<file path="src/rtl/inst_fetch_pkg.sv">
// Shared definitions for the fetch stage and its pipeline registers.
// INST_ALIGN_CHECK_EN adds an address-error flag to the IF/ID payload.
package inst_fetch_pkg;

  localparam int ADDR_W = 32;
  localparam int INST_W = 32;

  typedef logic [ADDR_W-1:0] addr_t;
  typedef logic [INST_W-1:0] inst_t;

  localparam logic  CHIP_ENABLE  = 1'b1;
  localparam logic  CHIP_DISABLE = 1'b0;
  localparam addr_t ZERO_WORD    = 32'h0000_0000;
  localparam inst_t NOP_ENC      = 32'h0000_0000;
  localparam addr_t RESET_VECTOR = 32'h0000_0000;

  typedef struct packed {
    addr_t pc;
    inst_t inst;
    logic  valid;
`ifdef INST_ALIGN_CHECK_EN
    logic  excp_adel;
`endif
  } if_id_t;

endpackage

</file>
<file path="src/rtl/if_id_reg.sv">
// IF/ID pipeline register: flush beats stall, stall holds, otherwise load.
// Reset and flush both leave a bubble (zero fields, NOP instruction).
module if_id_reg
  import inst_fetch_pkg::*;
#(
  parameter inst_t NOP_INST = NOP_ENC
) (
  input  logic   clk,
  input  logic   rst,
  input  logic   stall,
  input  logic   flush,
  input  if_id_t d,
  output if_id_t q
);

  always_ff @(posedge clk or negedge rst) begin
    if (!rst) begin
      q      <= '0;
      q.inst <= NOP_INST;
    end else if (flush) begin
      q      <= '0;
      q.inst <= NOP_INST;
    end else if (!stall) begin
      q <= d;
    end
  end

endmodule

</file>
<file path="src/rtl/inst_fetch.sv">
// Instruction fetch: PC register, ROM request port and IF/ID register.
// INST_ALIGN_CHECK_EN adds id_excp_adel and gates the ROM on misaligned PCs.
module inst_fetch
  import inst_fetch_pkg::*;
#(
  parameter addr_t RESET_PC = RESET_VECTOR,
  parameter addr_t PC_STEP  = 32'd4,
  parameter inst_t NOP_INST = NOP_ENC
) (
  input  logic  clk,
  input  logic  rst,
  input  logic  stall,
  input  logic  branch_flag,
  input  addr_t branch_target,
  input  logic  flush,
  input  addr_t new_pc,
  output logic  rom_en,
  output addr_t rom_addr,
  input  inst_t rom_inst,
  output addr_t id_pc,
  output inst_t id_inst,
  output logic  id_valid
`ifdef INST_ALIGN_CHECK_EN
  ,
  output logic  id_excp_adel
`endif
);

  logic   rom_en_r;
  addr_t  pc;
  logic   misaligned;
  if_id_t if_d;
  if_id_t if_q;

  // Enable ramps one edge after reset release; PC is frozen until then.
  always_ff @(posedge clk or negedge rst) begin
    if (!rst) rom_en_r <= CHIP_DISABLE;
    else      rom_en_r <= CHIP_ENABLE;
  end

  always_ff @(posedge clk or negedge rst) begin
    if (!rst) begin
      pc <= RESET_PC;
    end else if (rom_en_r == CHIP_ENABLE) begin
      if (flush)            pc <= new_pc;
      else if (!stall) begin
        if (branch_flag)    pc <= branch_target;
        else                pc <= pc + PC_STEP;
      end
    end
  end

`ifdef INST_ALIGN_CHECK_EN
  assign misaligned = |pc[1:0];
`else
  assign misaligned = 1'b0;
`endif

  assign rom_en   = rom_en_r & ~misaligned;
  assign rom_addr = pc;

  // A misaligned fetch still occupies a valid slot so the exception reaches commit.
  always_comb begin
    if_d       = '0;
    if_d.pc    = ZERO_WORD;
    if_d.inst  = NOP_INST;
    if_d.valid = 1'b0;
    if (rom_en_r == CHIP_ENABLE) begin
      if_d.pc    = pc;
      if_d.valid = 1'b1;
      if (!misaligned) if_d.inst = rom_inst;
    end
`ifdef INST_ALIGN_CHECK_EN
    if_d.excp_adel = rom_en_r & misaligned;
`endif
  end

  if_id_reg #(
    .NOP_INST(NOP_INST)
  ) u_if_id_reg (
    .clk  (clk),
    .rst  (rst),
    .stall(stall),
    .flush(flush),
    .d    (if_d),
    .q    (if_q)
  );

  assign id_pc    = if_q.pc;
  assign id_inst  = if_q.inst;
  assign id_valid = if_q.valid;
`ifdef INST_ALIGN_CHECK_EN
  assign id_excp_adel = if_q.excp_adel;
`endif

endmodule

</file>
<file path="config.mk">
export PLATFORM = sky130hd
export DESIGN_NAME = inst_fetch
export DESIGN_NICKNAME = d
export VERILOG_FILES = /design/src/rtl/inst_fetch_pkg.sv /design/src/rtl/if_id_reg.sv /design/src/rtl/inst_fetch.sv
export SDC_FILE = /design/constraint.sdc
export NUM_CORES = 1
export LEC_CHECK = 0
export ABC_CLOCK_PERIOD_IN_PS = 5250
export CORE_MARGIN = 3
export CORE_UTILIZATION = 47
export CTS_CLUSTER_DIAMETER = 40
export CTS_CLUSTER_SIZE = 30
export DETAILED_ROUTE_END_ITERATION = 16
export HOLD_SLACK_MARGIN = 0.12
export PLACE_DENSITY = 0.94
export SLEW_MARGIN = 20
export SYNTH_ARGS = -nofsm -noshare
export SYNTH_HDL_FRONTEND = slang
export SYNTH_SLANG_ARGS = --single-unit
</file>
<file path="constraint.sdc">
create_clock -name clk -period 5.25 [get_ports clk]
set_clock_uncertainty 0.2 [all_clocks]
set_input_delay 1.05 -clock clk [delete_from_list [all_inputs] [get_ports clk]]
set_output_delay 1.05 -clock clk [all_outputs]
set_load 0.005 [all_outputs]
</file>
# Yosys cells after proc, flatten, opt, wreduce, memory -nomap -nowiden
# Cells that the tools add are included.
# totals
reg_bits	98
in_bits	101
output_inout_bits	98
elab_cells	14
# op_classes
add_sub_neg	1
eq_ne	1
mux	6
n_reduce_logical	1
# op_table
cell	n
two-way mux 65 bit	3
two-way mux 32 bit	3
adder 32 x 3 -> 32 bit, second input constant	1
!= test 2 x 1 -> 1 bit, second input constant	1
AND reduction 2 bit	1

# Longest topological paths before layout
# Gate-level depths: netlist (run 1).
# logic_depth
ltp_word	4
depth_mapped	7
mapped_depth_nobuf	5

# Modules after synthesis
# From an unflattened synthesis (run 1), not the netlist that was laid out.
# hier_totals
hier_cells	575
hier_area_um2	5549.1
# modules_own_cells
mod	n_inst	cells_each	area_per_inst_um2
inst_fetch	1	366	2881.5
if_id_reg	1	209	2667.6

# Worst setup path before layout (run 1)
# No wires, ideal clock.
# synth_timing
path_kind	input-to-reg
start	input flush
end	register pc[22], in the netlist rom_addr[22]
arrival_time_ns	2.412
required_time_ns	4.905
path_slack_ns	2.493
path_stages	7
n_path_buf	3
cell_sequence	buf_2 nor2b_1 clkbuf_1 nor2_1 clkbuf_1 mux2i_1 o211ai_1
# synth_via
elab_chain_len	2
word_cells_on_any_way	3
cone_classes	1 x eq/ne; 1 x mux; 1 x reduce/logical
# synth_lines
element	line_no	text
from (decl)	inst_fetch.sv:15	input logic flush,
!= test 2 x 1 -> 1 bit (no line)	-	
AND reduction 2 bit (no line)	-	
to (signal assigned)	inst_fetch.sv:45	if (flush) pc <= new_pc;
to (signal assigned)	inst_fetch.sv:47	if (branch_flag) pc <= branch_target;
to (signal assigned)	inst_fetch.sv:48	else pc <= pc + PC_STEP;
to (decl)	inst_fetch.sv:30	addr_t pc;
# Several ways; a longest one is shown, not always the timed one.
# A chain may end at the register's enable or synchronous reset.

# Final worst setup path (run 1)
# layout_timing
start	input flush
end	register u_if_id_reg.q[28] in the netlist's numbering
# layout_via
elab_chain_len	1
word_cells_on_any_way	2
cone_classes	1 x eq/ne; 1 x mux
# layout_lines
element	line_no	text
!= test 2 x 1 -> 1 bit (no line) / two-way mux 65 bit (equally long branches)	-	
to (decl)	if_id_reg.sv:13	output if_id_t q
# Several ways; a longest one is shown, not always the timed one.

==> reports/metrics.yaml, run 1 <==
outcome:
  outcome: "finished, final reports clean"
layout:
  area_growth_pct: 47.0
  diodes: 0
  drive_gt1_frac: 0.0565
  fin_util: 0.717
  fill_cells: 701
  final_area_mm2: 0.00708
  nets: 735
routing:
  remaining_drc_errors: 0
  routed-wl-met3_um: 1300
  dr_wl_met2_um: 7470
  dr.pass1.iters: 6
  drt-initial-drc-count: 359
  vias: 4734
  ant_nets: 0
  vias_per_cell: 6.15
  wl_um: 15500
  top_layer: "met4"
  wl_per_cell_um: 20.1
  wl_met1_um: 6330
sta:
  setup_violations: 0
  fin_crit_ns: 3.44
  slew-limit-headroom: 0.327
  fin_setup_tns_ns: 0
  hold_viol: 0
  setup_ws_ns: 1.81
  worstMarginPinSlew_ns: 1.01
  drv_slew: 0
  clock.fmax_mhz: 291
  finalCritPeriodShare: 0.654
  rsz0062_at_grt: "false"
floorplanning:
  die-area_mm2: 0.0115
  core_mm2: 0.00986
  fp.dieW_um: 107
  fp-row-count: 36
  initial_core_util: 0.488
  die_y_um: 107
  io_pins: 199
setup_path:
  worst_setup_path_end_kind: "register"
  crit_chain: "buf_2 > nand2b_1 > nand2_1 > nor2_4 > buf_4 > a22o_1"
  critPathMaxStageDelay_ns: 0.79
  path_class: "input pin to register"
  cpMaxStageDelayCell: "nor2_4"
  critical_path.startpoint_type: "input pin"
  arrival_ns: 3.54
  cp_data_required_time_ns: 5.36
  critPathMaxFanout: 47
global_routing:
  antenna_found_initial: 0
  grt_usage: 0.269
  grt_pass1_wl_um: 24600
  grt_overflow: 0
  grt_pass1_vias: 4605
  grt_max_degree: 72
placement:
  dp_hpwl_um: 11100
  dpl-instance-area_mm2: 0.00687
  dp_worst_setup_slack_ns: 1.45
  port_buffers: 198
  globalplace.congestion: 0.869
synth:
  syn_area_mm2: 0.00481
  yosysMostFrequentCell: "dfrtp_1"
  yosysWarningCount: 0
  synth-seq-area-share: 0.509
  synth_flop_cell: "dfrtp_1"
  synth_common_cells: "dfrtp_1 (98), a22o_1 (81), clkbuf_1 (32)"
  synth_edf_count: 0
  mappedNetlistNets: 561
  synth_top_cell_area_share: 0.509
  avgSynthCellArea_um2: 10.5
  synth_cell_types: 53
  yosysTopAreaCell: "dfrtp_1"
  async_reset_ff_frac: 1.00
  ys_seq_elements: 98
  netlist_instances: 459
  synthTopCellsByArea: "dfrtp_1 (51%), a22o_1 (15%), clkbuf_1 (2.5%)"
run:
  maxCapViolations: 0
cts:
  clk_pin_slew_ns: 0.09
  root_buffer: "clkbuf_8"
  cts_resized: 0
  clock-sinks: 98
  cts_buffers: 9
  cts_tree: "done"
  cts_setup_buffers: 0
  clk_path_buf_depth: 2
  clk_latency_ns: 0.37
  htreeDepth: 3
  holdBufCountCts: 0
pwr:
  powerDensity_mw_per_mm2: 271
  ir_drop_uv: 137
  power.leakage_nw: 2.91
  total_power_mw: 1.92
min_path:
  hold_class: "register to register"
==> metal layers <==
metal / global-route usage / vias up
li1: - / 2135
met3: 0.0560 / 29
met4: 0.107 / 0
met1: 0.355 / 2305
met5: 0 / -
met2: 0.435 / 265
==> report_power, final <==
part | switching (mW) | total [mW] | internal [mW]
Clock | 0.249 | 0.505 | 0.257
Sequential | 0.121 | 0.950 | 0.829
Combinational | 0.181 | 0.462 | 0.281
==> state kept, by name (all words and copies together), names as in the netlist <==
signal         flops
rom_addr          32
rom_en             1
u_if_id_reg.q     65
==> through the flow <==
stage	hold slack (ns)	cells
6_report	0.307	770
5_1_grt	0.322	770
4_1_cts	0.314	770
3_5_place_dp	0.291	755
3_3_place_gp	0.267	755
2_1_floorplan	0.274	459
==> final cells by class <==
type / count / area, um2 / share of cell area
clock buffer: 13 / 169 / 0.0239
timing repair buffer: 206 / 2030 / 0.287
inverter: 11 / 41.3 / 0.00583
clock inverter: 2 / 35.0 / 0.00495
tap: 133 / 166 / 0.0235
multi-input combinational: 307 / 2180 / 0.308
sequential: 98 / 2450 / 0.347
==> path summary, 6_finish.rpt <==
| kind | from | cells past startpoint | slack [ns] | end |
|---|---|---|---|---|
| setup / recovery | flush | 6 | 1.81 | u_if_id_reg.q[28] |
| hold / removal | u_if_id_reg.q[20] | 1 | 0.31 | u_if_id_reg.q[20] |
| setup reg to reg | rom_addr[2] | 5 | 2.71 | rom_addr[20] |
| hold reg to reg | u_if_id_reg.q[20] | 1 | 0.31 | u_if_id_reg.q[20] |
| max in group asynchronous | rst | 2 | 3.29 | u_if_id_reg.q[38] |
| min in group asynchronous | rst | 1 | 0.43 | u_if_id_reg.q[0] |
==> cell usage in the layout, fill, tap and decap left out, types with 4 or more instances in the layout <==
cell | Yosys | layout
clkdlybuf4s50_1 | 0 | 196
dfrtp_1 | 98 | 98
a22o_1 | 81 | 81
nand2_1 | 28 | 28
nand3_1 | 18 | 18
nand4_1 | 14 | 14
o21ai_0 | 13 | 13
o211ai_1 | 13 | 13
a21oi_1 | 13 | 13
or4_1 | 12 | 12
clkbuf_8 | 0 | 12
inv_1 | 11 | 11
a22oi_1 | 11 | 11
mux2i_1 | 10 | 10
buf_4 | 0 | 9
nor2_1 | 10 | 8
or3_1 | 8 | 8
nor4_1 | 7 | 7
nor3_1 | 5 | 5
o311ai_0 | 5 | 5
o2bb2ai_1 | 4 | 4
and2_1 | 4 | 4
==> critical path: cells and delay by family <==
| kind | cells | cell delay (ns) |
|---|---|---|
| AOI/OAI and AO/OA | 1 | 0.18 |
| buffers and inverters | 2 | 1.09 |
| and+or+nand+nor | 3 | 1.19 |
==> cells by family after synthesis <==
| kind of cell | count (synthesis) | synth area share |
|---|---|---|
| AO/OA/AOI/OAI | 167 | 0.273 |
| adder cells (fa/ha/maj) | 1 | 0.00260 |
| buffers and inverters | 54 | 0.0432 |
| flip-flops | 98 | 0.509 |
| multiplexers | 10 | 0.0208 |
| other | 1 | 0.000779 |
| AND/OR/NAND/NOR | 128 | 0.150 |
No activity file was read; power rests on OpenSTA's default activity.
==> inputs of run 2 (changes only) <==
ABC_CLOCK_PERIOD_IN_PS = 3200   (was 5250)
CORE_UTILIZATION = 43   (was 47)
PLACE_DENSITY = 0.87   (was 0.94)
clock period = 3.2 ns   (was 5.25 ns; I/O delays follow)
==> run 2 against run 1 <==
  * Non-clock buffer count increased by 10
  * First-iteration DRC count increased by 20%
  * Die area increased by 8.8%
  * Critical path type is now register to register
  * Count of clock-buffer cells in the layout decreased by 2
  * Sequential power increased by 64%
  * Sequential cell count unchanged
  * Power increased by 68%
  * Worst setup slack got worse by 1.2 ns
  * Critical endpoint is now rom_addr[22]
  * Global-route usage decreased by 0.84 points
  * Core utilization decreased by 5.6 points
==> reports/metrics.yaml, run 2 (synthesis gave the netlist of run 1 again) <==
global_routing:
  grt_max_degree: 53  # -26%
  grt_pass1_vias: 4943  # +7.3%
  grt_usage: 0.261  # -0.00839
  antenna_found_initial: 0  # unchanged
  grt_pass1_wl_um: 26400  # +7.5%
  grt_overflow: 0  # unchanged
setup_path:
  setup.worst_path.start: "rom_addr[2]"
  crit_chain: "ha_1 > nand4_1 > or4_1 > o311ai_0 > o211ai_1"
  worst_setup_path_end_kind: "register"
  critPathMaxFanout: 7  # -85%
  reg2reg_from: "rom_addr[2]"
  path_class: "register to register"
  cpMaxStageDelayCell: "or4_1"
  arrival_ns: 2.60  # -0.94 ns
  cp_data_required_time_ns: 3.22  # -2.14 ns
  critPathMaxStageDelay_ns: 0.68  # -0.11 ns
  r2r_slack_ns: 0.62  # -2.09 ns
  ff2ff_path_depth: 5  # unchanged
  critical_path.startpoint_type: "register"
floorplanning:
  fp-row-count: 38  # +5.6%
  fp.dieW_um: 112  # +4.3%
  core_mm2: 0.0109  # +10%
  die-area_mm2: 0.0125  # +8.8%
  die_y_um: 112  # +4.3%
  io_pins: 199  # unchanged
  initial_core_util: 0.442  # -0.0459
sta:
  rsz0062_at_grt: "false"
  setup_violations: 0  # unchanged
  slew-limit-headroom: 0.466  # +0.140
  worstMarginPinSlew_ns: 0.798  # -0.209 ns
  setup_ws_ns: 0.622  # -1.19 ns
  hold_viol: 0  # unchanged
  fin_setup_tns_ns: 0  # unchanged
  whs_ns: 0.308  # +0.000484 ns
  drv_slew: 0  # unchanged
  finalCritPeriodShare: 0.806
  fin_crit_ns: 2.58
  clock.fmax_mhz: 388
cts:
  cts_buffers: 9  # unchanged
  cts_tree: "done"
  holdBufCountCts: 1  # +1
  clk_latency_ns: 0.36  # about the same
  clock-sinks: 98  # unchanged
  clk_pin_slew_ns: 0.10  # about the same
  root_buffer: "clkbuf_8"
  htreeDepth: 3  # unchanged
  cts_resized: 0  # unchanged
  cts_setup_buffers: 0  # unchanged
  clk_path_buf_depth: 2  # unchanged
layout:
  fin_util: 0.661  # -0.0564
  diodes: 0  # unchanged
  final_cell_mix: "clkdlybuf4s50_1 (196), dfrtp_1 (98), a22o_1 (81)"
  multi_input_area_mm2: 0.00217  # -0.23%
  regArea_mm2: 0.00245  # unchanged
  fill_cells: 849  # +21%
  final_cells: 788  # +2.3%
  top_register: "u_if_id_reg.q"
  final_common_cell: "clkdlybuf4s50_1"
  final_area_mm2: 0.00720  # +1.7%
  largest_register_ffs: 65  # unchanged
  area_growth_pct: 49.5
  nets: 745  # +1.4%
  drive_gt1_frac: 0.0694  # +0.0129
placement:
  dpl-instance-area_mm2: 0.00697  # +1.5%
  dp_worst_setup_slack_ns: 0.268  # -1.18 ns
  globalplace.congestion: 0.874  # +0.51%
  dp_cells: 771  # +2.1%
  port_buffers: 198  # unchanged
  dp_hpwl_um: 11900  # +7.6%
pwr:
  powerDensity_mw_per_mm2: 448  # +65%
  total_power_mw: 3.22  # +68%
  power.leakage_nw: 2.97  # +1.9%
  ir_drop_uv: 196  # +43%
routing:
  ant_nets: 0  # unchanged
  remaining_drc_errors: 0  # unchanged
  wl_per_cell_um: 20.7  # +2.7%
  vias_per_cell: 6.17  # +0.40%
  drt-initial-drc-count: 432  # +20%
  wl_um: 16300  # +5.1%
  dr.pass1.iters: 5  # -1
  vias: 4864  # +2.7%
outcome:
  outcome: "finished, final reports clean"
min_path:
  min_from: "u_if_id_reg.q[0]"
  hold_depth: 1  # unchanged
  hold_class: "register to register"
run:
  maxCapViolations: 0  # unchanged
[run 2: worst max-delay path: cells and delay by family (launching register included)]
family | cells | cell delay (ns)
and+or+nand+nor | 2 | 0.86
DFF | 1 | 0.50
adders and majority gates | 1 | 0.31
AOI/OAI and AO/OA | 2 | 0.58
[run 2: power breakdown]
| group | switching [mW] | total, mW | internal, mW |
|---|---|---|---|
| logic | 0.310 | 0.782 | 0.472 |
| registers | 0.198 | 1.56 | 1.36 |
| clock network | 0.436 | 0.883 | 0.447 |
[run 2: path summary, 6_finish.rpt]
path	endpoint
worst max-delay path	rom_addr[22]
worst min-delay path	u_if_id_reg.q[0]
worst max register to register	rom_addr[22]
worst min register to register	u_if_id_reg.q[0]
max in group asynchronous	u_if_id_reg.q[64]
min in group asynchronous	u_if_id_reg.q[4]
[run 2: final cells by class]
type                       instances  area share
sequential                        98       0.341
clock buffer                      11      0.0183
tap                              140      0.0243
timing repair buffer             216       0.297
multi-input combinational        307       0.302
inverter                          11     0.00574
clock inverter                     5      0.0120
[run 2: routing by layer]
| metal | vias up | global-route usage | routed length (um) |
|---|---|---|---|
| met5 | - | 0 | 0 |
| met4 | 0 | 0.0730 | 331 |
| met3 | 22 | 0.0609 | 1550 |
| met2 | 285 | 0.420 | 7750 |
| met1 | 2389 | 0.355 | 6650 |
| li1 | 2168 | - | - |
